File: config.mk
export PLATFORM = sky130hd
export DESIGN_NAME = raw_hazard_unit
export DESIGN_NICKNAME = d
export VERILOG_FILES = /design/src/rtl/hazard_pkg.sv /design/src/rtl/raw_hazard_unit_src_parser.sv /design/src/rtl/raw_hazard_unit.sv
export SDC_FILE = /design/constraint.sdc
export NUM_CORES = 1
export LEC_CHECK = 0
export CAP_MARGIN = 20
export CORE_AREA = 2 2 72 108
export CTS_CLUSTER_SIZE = 25
export DETAILED_ROUTE_END_ITERATION = 6
export DIE_AREA = 0 0 74 110
export GPL_TIMING_DRIVEN = 0
export HOLD_SLACK_MARGIN = 0.03
export PLACE_DENSITY = 0.42
export SYNTH_ARGS = -nofsm -noshare
export SYNTH_HDL_FRONTEND = slang
export SYNTH_HIERARCHICAL = 1
export SYNTH_SLANG_ARGS = --single-unit
export TNS_END_PERCENT = 30
File: constraint.sdc
create_clock -name clk -period 5 [get_ports clk]
set_clock_uncertainty 0.2 [all_clocks]
set_input_delay 1 -clock clk [delete_from_list [all_inputs] [get_ports clk]]
set_output_delay 1 -clock clk [all_outputs]
set_load 0.01 [all_outputs]
File: src/rtl/hazard_pkg.sv
// Shared definitions for the RAW hazard unit and later forwarding logic:
// opcode encodings, scoreboard entry type and scoreboard depth.
// Optional build macro RF_BYPASS_EN (see raw_hazard_unit.sv).
package hazard_pkg;

  localparam logic [4:0] OP_HALT  = 5'b00000;
  localparam logic [4:0] OP_NOP   = 5'b00001;
  localparam logic [4:0] OP_SIIC  = 5'b00010;
  localparam logic [4:0] OP_RTI   = 5'b00011;
  localparam logic [4:0] OP_J     = 5'b00100;
  localparam logic [4:0] OP_JAL   = 5'b00110;
  localparam logic [4:0] OP_ST    = 5'b10000;
  localparam logic [4:0] OP_STU   = 5'b10011;
  localparam logic [4:0] OP_LBI   = 5'b11000;
  localparam logic [4:0] OP_ALUR0 = 5'b11010;
  localparam logic [4:0] OP_ALUR1 = 5'b11011;
  localparam logic [2:0] OP_CMP_PFX = 3'b111;

  localparam int unsigned SB_DEPTH = 3;

  typedef struct packed {
    logic       valid;
    logic [2:0] rd;
  } sb_entry_t;

endpackage

File: src/rtl/raw_hazard_unit_src_parser.sv
// Source-register parser: which register fields an instruction reads.
// Purely combinational; shared with any forwarding unit.
module src_parser
  import hazard_pkg::*;
(
  input  logic [15:0] instr,
  output logic        reads_rs,
  output logic        reads_rt,
  output logic [2:0]  rs,
  output logic [2:0]  rt
);

  logic [4:0] opcode;
  logic       unused_imm;

  assign opcode     = instr[15:11];
  assign rs         = instr[10:8];
  assign rt         = instr[7:5];
  assign unused_imm = ^instr[4:0];

  // Decode which source fields are real operands for this opcode
  always_comb begin
    reads_rs = 1'b1;
    reads_rt = 1'b0;
    case (opcode)
      OP_HALT, OP_NOP, OP_SIIC, OP_RTI,
      OP_J, OP_JAL, OP_LBI: reads_rs = 1'b0;
      default:              reads_rs = 1'b1;
    endcase
    if (opcode == OP_ST || opcode == OP_STU ||
        opcode == OP_ALUR0 || opcode == OP_ALUR1 ||
        opcode[4:2] == OP_CMP_PFX)
      reads_rt = 1'b1;
  end

endmodule

File: src/rtl/raw_hazard_unit.sv
// Read-after-write hazard detector with EX/MEM/WB write scoreboard and a
// saturating stall-cycle counter.
// Build macro RF_BYPASS_EN: register file forwards WB data, so the WB entry
// is excluded from the hazard compare (it is still shifted in both builds).
module raw_hazard_unit
  import hazard_pkg::*;
(
  input  logic        clk,
  input  logic        rst,
  input  logic [15:0] instr_id,
  input  logic        valid_id,
  input  logic [2:0]  rd_id,
  input  logic        regwrt_id,
  input  logic        flush,
  output logic        stall,
  output logic [15:0] stall_cnt
);

`ifdef RF_BYPASS_EN
  localparam int unsigned CMP_DEPTH = SB_DEPTH - 1;
`else
  localparam int unsigned CMP_DEPTH = SB_DEPTH;
`endif

  sb_entry_t  sb [SB_DEPTH];
  logic       reads_rs, reads_rt;
  logic [2:0] rs, rt;
  logic       hit_rs, hit_rt, hazard;

  src_parser u_src_parser (
    .instr    (instr_id),
    .reads_rs (reads_rs),
    .reads_rt (reads_rt),
    .rs       (rs),
    .rt       (rt)
  );

`ifdef RF_BYPASS_EN
  logic unused_wb_entry;
  assign unused_wb_entry = ^sb[SB_DEPTH-1];
`endif

  // Compare decode sources against the in-flight writes that can still hazard
  always_comb begin
    hit_rs = 1'b0;
    hit_rt = 1'b0;
    for (int unsigned i = 0; i < CMP_DEPTH; i++) begin
      if (sb[i].valid && sb[i].rd == rs) hit_rs = 1'b1;
      if (sb[i].valid && sb[i].rd == rt) hit_rt = 1'b1;
    end
    hazard = valid_id & ((reads_rs & hit_rs) | (reads_rt & hit_rt));
    stall  = hazard & ~flush;
  end

  // Advance the scoreboard one stage per cycle and count stall cycles
  always_ff @(posedge clk) begin
    if (rst) begin
      for (int unsigned i = 0; i < SB_DEPTH; i++) sb[i] <= '0;
      stall_cnt <= '0;
    end else begin
      for (int unsigned i = 1; i < SB_DEPTH; i++) sb[i] <= sb[i-1];
      if (stall || flush)
        sb[0] <= '0;
      else
        sb[0] <= sb_entry_t'{valid: valid_id & regwrt_id, rd: rd_id};
      if (stall && stall_cnt != '1)
        stall_cnt <= stall_cnt + 16'd1;
    end
  end

endmodule

After elaboration in Yosys (flattened, before gate mapping)
Memory sizes are Yosys's and may differ from the RTL's.
Index checks and enable logic that the tools add are counted.
Widths: inputs -> output; s select.
{"block": "totals", "memories": 1, "mem_bits_rw": 12, "elab_cells": 67, "ff_bits": 16, "out_inout_bits": 17}
{"name": "sb", "depth": 3, "width": 4, "rd": 3, "rd_clocked_by_memory_dff": 0, "write_ports": 3, "line": "raw_hazard_unit.sv:25", "text": "sb_entry_t sb [SB_DEPTH];"}
{"block": "classes", "n_reduce_logical": 14, "bitwise_logic": 11, "eq_ne": 18, "n_mux": 21, "add_sub_neg": 1}
{"op": "$eq 5x5->1 const B", "count": 5}
{"op": "$eq 3x3->1", "count": 6}
{"op": "$mux 1", "count": 17}
{"op": "$add 16x1->16 const B", "count": 1}
{"op": "$mux 4", "count": 4}
{"op": "$ne 16x16->1 const B", "count": 1}
{"op": "$eq 5x2->1 const B", "count": 2}
{"op": "$eq 5x3->1 const B", "count": 2}
{"op": "$logic_and 1x1->1", "count": 7}
{"op": "$reduce_or 7->1", "count": 1}
{"op": "$and 1x1->1", "count": 5}
{"op": "$eq 5x1->1 const B", "count": 1}
{"op": "$logic_not 5->1", "count": 1}
{"op": "$logic_or 1x1->1", "count": 5}
{"op": "$or 1x1->1", "count": 5}
{"op": "$eq 3x3->1 const B", "count": 1}
{"op": "$not 1->1", "count": 1}

Longest topological paths before layout
{"block": "depth", "depth_word": 16, "mapped_depth": 9}

By module
Netlist, hierarchy kept.
{"mod": "raw_hazard_unit", "cells_per_inst": 166, "instances": 1, "area_each_um2": 1627.8}
{"mod": "src_parser", "cells_per_inst": 15, "instances": 1, "area_each_um2": 107.6}

Least setup slack after synthesis
No wires, ideal clock.
{"block": "synth_path", "path_type": "in2out", "from": "in instr_id[11]", "to": "out stall", "required_ps": 3800, "path_stages": 8, "t_arrival_ps": 2157, "path_buffers": 1, "path_slack_ps": 1643, "path_cell_list": "nor4_1 > a21oi_1 > a21boi_1 > nand2_1 > a31oi_1 > nor2_2 > buf_6 > nor2_1"}
{"block": "synth_via", "elab_chain_len": 10, "elab_cells_between_ends": 23}
{"element": "from (decl)", "line": "raw_hazard_unit.sv:10", "text": "input logic [15:0] instr_id,"}
{"element": "$eq 5x5->1", "line": "raw_hazard_unit_src_parser.sv:30", "text": "if (opcode == OP_ST || opcode == OP_STU ||"}
{"element": "$logic_or 1x1->1 (2 in series)", "line": "raw_hazard_unit_src_parser.sv:30"}
{"element": "$logic_or 1x1->1 * (2 in series)", "line": "raw_hazard_unit_src_parser.sv:31", "text": "opcode == OP_ALUR0 || opcode == OP_ALUR1 ||"}
{"element": "$mux 1 *", "line": "raw_hazard_unit_src_parser.sv:30"}
{"element": "net reads_rt", "line": "raw_hazard_unit.sv:26", "text": "logic reads_rs, reads_rt;"}
{"element": "$and 1x1->1 *", "line": "raw_hazard_unit.sv:51", "text": "hazard = valid_id & ((reads_rs & hit_rs) | (reads_rt & hit_rt));"}
{"element": "$or 1x1->1 *", "line": "raw_hazard_unit.sv:51"}
{"element": "$and 1x1->1 *", "line": "raw_hazard_unit.sv:51"}
{"element": "$and 1x1->1 *", "line": "raw_hazard_unit.sv:52", "text": "stall = hazard & ~flush;"}
{"element": "to (decl)", "line": "raw_hazard_unit.sv:15", "text": "output logic stall,"}
The timed path passes the listed nets; every way through them passes the cells marked *.

Worst setup path after layout
{"block": "layout_path", "from": "in instr_id[13]", "to": "out stall"}
{"block": "layout_via", "elab_cells_between_ends": 24}
{"element": "$eq 5x1->1, or another cell as far along", "line": "raw_hazard_unit_src_parser.sv:25", "text": "case (opcode)"}
{"element": "$reduce_or 7->1 *", "line": "raw_hazard_unit_src_parser.sv:25"}
{"element": "$mux 1 *", "line": "raw_hazard_unit_src_parser.sv:25"}
{"element": "net reads_rs", "line": "raw_hazard_unit.sv:26"}
{"element": "$and 1x1->1 *", "line": "raw_hazard_unit.sv:51"}
{"element": "$or 1x1->1 *", "line": "raw_hazard_unit.sv:51"}
{"element": "$and 1x1->1 *", "line": "raw_hazard_unit.sv:51"}
{"element": "$and 1x1->1 *", "line": "raw_hazard_unit.sv:52"}
Marks and branches as above.

==> results_dict.tcl <==
set metrics [dict create \
    start_util 0.2417 \
    io_buffers 29 \
    ys.flop_type "dfxtp_1" \
    routabilityCongestion 0.7494 \
    firstDrtPassIters 4 \
    antenna_found_initial 0 \
    whs_ns 0.3344 \
    place.detailed.hpwl_mm 3.445 \
    relSlewSlack 0.6017 \
    wl_met1_mm 1.880 \
    timing.final.crit_period_ns 4.547 \
    critPathMaxFanout 10 \
    dr.max_layer_used "met4" \
    place_area_mm2 0.002192 \
    cts.sink_count 28 \
    gr-total-overflow 0 \
    seq_area_frac_synth 0.3922 \
    ir_worst_vdd_uv 81.50 \
    clkTransAtPathRegs_ns 0.10 \
    cts_repair_resize_count 0 \
    final_util 0.3111 \
    synthCells 181 \
    cap_violations 0 \
    postLayoutSetupSlackWorst_ns 0.4527 \
    pre_cts_slack_ns 0.4460 \
    instances_no_fill 324 \
    die_y_um 110 \
    insertedDiodeCount 0 \
    die_w_um 74 \
    max_stage_delay_ns 0.57 \
    grt_usage 0.1186 \
    fmax_mhz 219.9 \
    rsz0062_at_grt "false" \
    power.total_mw 0.4436 \
    htreeDepth 1 \
    met2WireLength_mm 2.337 \
    final-max-slew-violation-count 0 \
    die_area_mm2 0.008140 \
    arrival_ns 3.35 \
    power.density_mw_per_mm2 198.6 \
    antenna_left 0 \
    grt_pass1_vias 1444 \
    fin_nets 251 \
    synth-edff-count 12 \
    timing.final.crit_share 0.9095 \
    cts_hold_buffers 0 \
    drive_above_1_share 0.1161 \
    ios 41 \
    insertion_delay_ns 0.28 \
    hold_viol_final 0 \
    ys_ff_latch 28 \
    ys_types 43 \
    cts_root_buf "clkbuf_8" \
    coreArea_mm2 0.007179 \
    cp-end-kind "primary output" \
    cp_data_required_time_ns 3.80 \
    area_delta_synth_final_pct 28.69 \
    routed_wirelength_mm 4.414 \
    final_cell_area_mm2 0.002233 \
    grt_pass1_wl_mm 7.293 \
    fin_tns_setup_ns 0 \
    grt_start_max_net_pins 15 \
    drcViolationCount 0 \
    worstSetupPathType "in2out" \
    drt_iter0_drc 39 \
    wl_per_cell_um 13.62 \
    avgSynthCellArea_um2 9.588 \
    cts_max_path_buffers 2 \
    postCtsSetupRepairBufs 0 \
    via_per_inst 4.429 \
    synth_async_sr_flop_share 0 \
    cts_tree "built" \
    synth_area_mm2 0.001735 \
    wl_met3_um 142 \
    yosys_warnings 6 \
    slowest_stage "clkdlybuf4s50_1" \
    outcome "completed" \
    hold_class "reg2reg" \
    critPathLaunchType "input pin" \
    cp_cell_sequence "clkdlybuf4s50_1 -> and4bb_1 -> nor2_1 -> o32a_2 -> nand2_1 -> a31oi_1 -> nor2_2 -> buf_6 -> nor2_1 -> clkdlybuf4s50_1" \
    p_leak_nw 0.7980 \
    numCtsBuffers 3 \
    dr_total_vias 1435 \
    setup_violations 0 \
    placed_cells 321 \
    num_rows 38 \
    worstMarginPinSlew_ns 0.5974 \
]
cell type report:
type | instances | area (um^2)
timing repair buffer | 29 | 290.3
fill | 778 | 4946
sequential | 28 | 680.7
buffer | 12 | 83.83
multi-input combinational | 148 | 997.2
clock buffer | 3 | 41.29
inverter | 4 | 15.01
tap | 100 | 125.1
metal layers:
layer  vias up  global-route usage
met4         0             0.03506
met3         5             0.01091
li1        715                   -
met2        36              0.2213
met1       679              0.1405
met5         -                   0
cells in the mapped netlist, drive strengths merged, types with 3 or more instances:
cell,n,area (um^2)
a21oi,7,46.30
a31oi,3,18.77
and3,11,78.82
and4,3,31.28
buf,9,72.56
clkbuf,3,11.26
dfxtp,16,320.3
edfxtp,12,360.4
inv,4,15.01
mux2,9,112.6
nand2,7,26.28
nand3,6,30.03
nand4,11,68.82
nor2,20,80.07
nor2b,17,106.4
o21ai,5,25.02
or3,3,18.77
xnor2,18,157.7
flip-flops by register name (all words and copies together), names as in the netlist:
register	flops
stall_cnt	16
sb	12
critical path, delay by kind of cell:
kind                   cells  cell delay (ns)
AND/OR/NAND/NOR            5             0.67
buffers and inverters      3             1.29
AO/OA/AOI/OAI              2             0.37
path summary, 6_finish.rpt:
path / slack, ns / to / depth (start not counted) / from
max: 0.45 / stall / 10 / instr_id[13]
min: 0.33 / stall_cnt[14]$_SDFFE_PP0P_ / 2 / stall_cnt[14]$_SDFFE_PP0P_
max reg2reg: 2.77 / stall_cnt[8]$_SDFFE_PP0P_ / 7 / stall_cnt[0]$_SDFFE_PP0P_
min reg2reg: 0.33 / stall_cnt[14]$_SDFFE_PP0P_ / 2 / stall_cnt[14]$_SDFFE_PP0P_
power breakdown:
| group | internal [mW] | switching [mW] |
|---|---|---|
| Clock | 0.0543 | 0.0736 |
| Combinational | 0.0325 | 0.0327 |
| Sequential | 0.245 | 0.00540 |
cells by family (layout without fill, tap and decap cells):
family,after synthesis,count (layout),synth area share
and+or+nand+nor,87,87,0.2970
DFF,28,28,0.3922
AOI/OAI and AO/OA,21,21,0.08868
xor gates and xnor gates,18,18,0.09084
buffers and inverters,16,48,0.05695
muxes,9,9,0.06488
adders and majority gates,1,1,0.007209
other,1,12,0.002161
cells in the final DEF, fill, tap and decap left out, types with 2 or more instances in the layout:
cell type        instances
and3_4                   2
mux2_4                   3
nand3_1                  6
clkbuf_1                 3
mux2_1                   6
o21ai_1                  2
nor2_2                   2
nand4_1                 11
buf_6                    2
inv_1                    4
clkbuf_8                 3
buf_4                    6
nand2_1                  7
clkdlybuf4s50_1         29
or3_1                    3
edfxtp_1                12
a31oi_1                  3
and3_1                   9
o21ai_0                  3
nor2_1                  18
xnor2_1                 18
dfxtp_1                 16
nor2b_1                 17
and4_4                   2
a21oi_1                  6
conb_1                  12
Power figures use the tool's default switching activity.
